--- src/rtl/mask_rg_encoder.sv ---
// Streaming encoder: 11-bit mantissa keep-mask -> 4-bit precision level rg, with malformed-mask flagging.
// Optional saturating error counter on port err_cnt when MASK_ENC_ERRCNT_EN is defined.
`timescale 1ns/1ps
module mask_rg_encoder #(
    parameter int MASK_W = 11,
    parameter int FIX_W  = 4,
    parameter int LVL_W  = 4,
    parameter int CNT_W  = 8
) (
    input  logic              clk,
    input  logic              rst,
    input  logic              s_valid,
    output logic              s_ready,
    input  logic [MASK_W-1:0] s_mask,
    output logic              m_valid,
    input  logic              m_ready,
    output logic [LVL_W-1:0]  m_rg,
    output logic              m_err,
    input  logic              clr_err,
    output logic              err_sticky
`ifdef MASK_ENC_ERRCNT_EN
    ,
    output logic [CNT_W-1:0]  err_cnt
`endif
);

    localparam int VAR_W = MASK_W - FIX_W;

    if (LVL_W < $clog2(VAR_W + 1) || CNT_W < 1 || FIX_W < 1) begin : g_bad_cfg
        $error("mask_rg_encoder: LVL_W cannot hold the level range or CNT_W/FIX_W is zero");
    end

    // Returns {err, rg}. A legal variable field has its zeros packed at the LSB end,
    // so its complement must be of the form 0..01..1 (z & (z+1) == 0).
    function automatic logic [LVL_W:0] enc_mask(input logic [MASK_W-1:0] mask);
        logic [VAR_W-1:0] z;
        logic [VAR_W-1:0] z_inc;
        logic [LVL_W-1:0] nz;
        logic             ok;
        z     = ~mask[VAR_W-1:0];
        z_inc = z + VAR_W'(1);
        ok    = (&mask[MASK_W-1:VAR_W]) && ((z & z_inc) == '0);
        nz    = '0;
        for (int i = 0; i < VAR_W; i++) begin
            nz = nz + LVL_W'(z[i]);
        end
        return ok ? {1'b0, nz} : {1'b1, {LVL_W{1'b0}}};
    endfunction

    logic              r_vld_p1;
    logic [MASK_W-1:0] r_mask_p1;
    logic              r_vld_p2;
    logic [LVL_W-1:0]  r_rg_p2;
    logic              r_err_p2;
    logic              r_sticky;
    logic              w_s2_adv;
    logic              w_s1_adv;
    logic [LVL_W:0]    w_enc_p1;
    logic              w_err_load;

    assign w_s2_adv   = ~r_vld_p2 | m_ready;
    assign w_s1_adv   = ~r_vld_p1 | w_s2_adv;
    assign s_ready    = w_s1_adv;
    assign w_enc_p1   = enc_mask(r_mask_p1);
    assign w_err_load = w_s2_adv & r_vld_p1 & w_enc_p1[LVL_W];

    // ---- stage 1: capture incoming mask ----
    always_ff @(posedge clk or posedge rst) begin
        if (rst) begin
            r_vld_p1 <= 1'b0;
        end else if (w_s1_adv) begin
            r_vld_p1 <= s_valid;
        end
    end

    always_ff @(posedge clk) begin
        if (s_valid && w_s1_adv) begin
            r_mask_p1 <= s_mask;
        end
    end

    // ---- stage 2: encoded result, drives the output port directly ----
    always_ff @(posedge clk or posedge rst) begin
        if (rst) begin
            r_vld_p2 <= 1'b0;
            r_rg_p2  <= '0;
            r_err_p2 <= 1'b0;
        end else if (w_s2_adv) begin
            r_vld_p2 <= r_vld_p1;
            if (r_vld_p1) begin
                r_rg_p2  <= w_enc_p1[LVL_W-1:0];
                r_err_p2 <= w_enc_p1[LVL_W];
            end
        end
    end

    // A malformed load beats a simultaneous clear so no error is ever lost.
    always_ff @(posedge clk or posedge rst) begin
        if (rst) begin
            r_sticky <= 1'b0;
        end else if (w_err_load) begin
            r_sticky <= 1'b1;
        end else if (clr_err) begin
            r_sticky <= 1'b0;
        end
    end

`ifdef MASK_ENC_ERRCNT_EN
    logic [CNT_W-1:0] r_err_cnt;

    always_ff @(posedge clk or posedge rst) begin
        if (rst) begin
            r_err_cnt <= '0;
        end else if (clr_err) begin
            r_err_cnt <= w_err_load ? CNT_W'(1) : '0;
        end else if (w_err_load && (r_err_cnt != {CNT_W{1'b1}})) begin
            r_err_cnt <= r_err_cnt + CNT_W'(1);
        end
    end

    assign err_cnt = r_err_cnt;
`endif

    assign m_valid    = r_vld_p2;
    assign m_rg       = r_rg_p2;
    assign m_err      = r_err_p2;
    assign err_sticky = r_sticky;

endmodule

--- config.mk ---
export PLATFORM = sky130hd
export DESIGN_NAME = mask_rg_encoder
export DESIGN_NICKNAME = d
export VERILOG_FILES = /design/src/rtl/mask_rg_encoder.sv
export SDC_FILE = /design/constraint.sdc
export NUM_CORES = 1
export LEC_CHECK = 0
export ABC_AREA = 1
export CAP_MARGIN = 20
export CORE_ASPECT_RATIO = 1.2
export CORE_MARGIN = 3
export CORE_UTILIZATION = 40
export CTS_BUF_LIST = sky130_fd_sc_hd__clkbuf_4
export DETAILED_ROUTE_END_ITERATION = 12
export DONT_BUFFER_PORTS = 1
export PLACE_DENSITY = 0.64
export SLEW_MARGIN = 20
export SYNTH_ARGS = -nofsm -noshare
export SYNTH_HDL_FRONTEND = slang
export SYNTH_SLANG_ARGS = --single-unit
--- constraint.sdc ---
create_clock -name clk -period 3.5 [get_ports clk]
set_input_delay 0.875 -clock clk [delete_from_list [all_inputs] [get_ports clk]]
set_output_delay 0.875 -clock clk [all_outputs]
set_load 0.05 [all_outputs]
==> reports/metrics.yaml <==
finalPower_uw: 485
vias: 464
synthDistinctLibCells: 19
dp_hpwl_um: 882
place_area_um2: 845
start_kind: "flop"
hold_class: "in -> async"
nFillCells: 174
htreeDepth: 1
regArea_um2: 505
synth_nets: 94
diodes: 0
io-pin-count: 24
track_usage_pct: 9.00
grt_max_degree: 12
start_util_pct: 43.8
instances_no_fill: 95
worstSkewPairLatency_ns: 0.29
fin_ws_ns: 0.888
netlist_area_um2: 828
cts.sinks: 18
critPathCaptureType: "flop"
fmax_mhz: 383
ctsHoldBuffers: 0
maxCapViolations: 0
fin_crit_sh_pct: 74.6
die_area_um2: 2660
drc_errors: 0
drt-initial-drc-count: 3
grt_pass1_wl_um: 1660
clk_pin_slew_worst_paths_ns: 0.10
ff2ff_path_depth: 7
relSlewSlack_pct: 60.0
critical_path_required_ns: 3.73
final_core_util_pct: 46.0
crit_type: "reg -> reg"
portBuffers: 0
yosys.area.top_type: "edfxtp_1"
fin_nets: 98
row_count: 17
worst_ep_arrival_time_ns: 2.84
dp_cells: 91
whs_ns: 0.383
fin_crit_ns: 2.61
postCtsSetupRepairBufs: 0
synth_top_area_share_pct: 39.9
dieHeight_um: 55.9
cts-root-buf: "clkbuf_4"
rsz0062_at_grt: "no"
multi_input_area_um2: 265
numCtsBuffers: 3
power.density_nw_per_um2: 557
place_ws_ns: 0.885
grt_pass1_vias: 457
worst_pin_slew_ns: 0.598
drv_slew: 0
gr-total-overflow: 0
status: "completed"
netlist_instances: 73
synth-seq-area-share_pct: 61.0
ys_ff_latch: 18
setup_viol: 0
worstPathMaxFanout: 3
place.gp.congestion: 0.697
vdd_drop_max_v: 0.000235
clockBufferDepth: 2
cts_resized: 0
wl_per_cell_um: 11.3
fin_area_um2: 871
hold_viol_final: 0
p_leak_nw: 0.395
drt-total-wl_um: 1080
antenna_found_initial: 0
die_w_um: 47.5
synth_warnings: 0
layout-drive-gt1-share_pct: 21.1
syn_avg_cell_area_um2: 11.3
tritoncts: "yes"
syn_to_final_growth_pct: 5.14
coreArea_um2: 1890
finClkSkew_ns: 0.00462
first_pass_iters: 3
vias_per_cell: 4.88
synth.top_cells.by_area: "edfxtp_1, dfrtp_1, fa_1"
final_antenna_net_count: 0
fin_setup_tns_ns: 0
## cells by family (layout without fill, tap and decap cells)
logic type / Yosys count / in the layout / share of synthesized area (%)
adder cells (fa/ha/maj): 5 / 5 / 11.2
buffers and inverters: 14 / 17 / 6.95
other: 1 / 1 / 0.453
AO/OA/AOI/OAI: 6 / 6 / 4.98
AND/OR/NAND/NOR: 29 / 29 / 15.4
flip-flops: 18 / 18 / 61.0
## final timing paths
| check | from | to | slack (ns) |
|---|---|---|---|
| min | rst | m_rg[1] | 0.38 |
| max reg2reg | r_mask_p1[1] | m_rg[1] | 0.89 |
| max | r_mask_p1[1] | m_rg[1] | 0.89 |
| min reg2reg | r_vld_p1 | m_valid | 0.57 |
| max in group asynchronous | rst | m_rg[0] | 2.91 |
| min in group clk | r_vld_p1 | m_valid | 0.57 |
## cell type report
cell class,count,share of cell area [%]
multi-input cells,41,30.5
clock inverters,1,0.431
inverters,13,5.75
well taps,19,2.73
flip-flops and latches,18,58.0
clock buffers,3,2.59
## Yosys cell counts
library cell	instances
nand2_1	21
edfxtp_1	11
inv_1	8
dfrtp_1	7
fa_1	4
inv_2	4
nand2_2	3
nor2_1	2
o21ai_1	2
o21ai_2	2
a21oi_1	1
a21oi_2	1
buf_4	1
clkinv_2	1
conb_1	1
ha_1	1
nand2_4	1
nand3_1	1
nor2_2	1
## sequential cells by signal, indices dropped and copies added (netlist names)
name	cells
err_sticky	1
m_valid	1
r_mask_p1	11
r_vld_p1	1
m_err	1
m_rg	3
## power breakdown
part / internal, mW / switching (mW)
Clock: 0.0415 / 0.0598
Combinational: 0.0270 / 0.0521
Sequential: 0.250 / 0.0548
## cells in the final DEF (no fill, tap or decap)
master | netlist | final
nand2_1 | 21 | 21
nor2_2 | 1 | 1
clkinv_2 | 1 | 1
ha_1 | 1 | 1
clkbuf_4 | 0 | 3
o21ai_1 | 2 | 2
nand2_2 | 3 | 3
edfxtp_1 | 11 | 11
conb_1 | 1 | 1
nor2_1 | 2 | 2
inv_1 | 8 | 8
inv_2 | 4 | 4
fa_1 | 4 | 4
dfrtp_1 | 7 | 7
clkinv_1 | 0 | 1
o21ai_2 | 2 | 2
a21oi_1 | 1 | 1
a21oi_2 | 1 | 1
nand2_4 | 1 | 1
nand3_1 | 1 | 1
## routing by layer
layer	wire, um	global-route usage (%)	vias up	part of all wire [%]
li1	-	-	230	-
met1	430	7.71	208	40
met2	552	16.1	21	51
met3	60	1.94	5	5.6
met4	33	6.92	0	3.1
met5	0	0	-	0
## critical path, cell delays in order (launching register included)
cell and delay [ns]:
edfxtp_1 0.37, inv_1 0.08, fa_1 0.57, fa_1 0.44, fa_1 0.42, fa_1 0.48
nand2_1 0.06, o21ai_2 0.12
(Power assumes the default switching activity.)
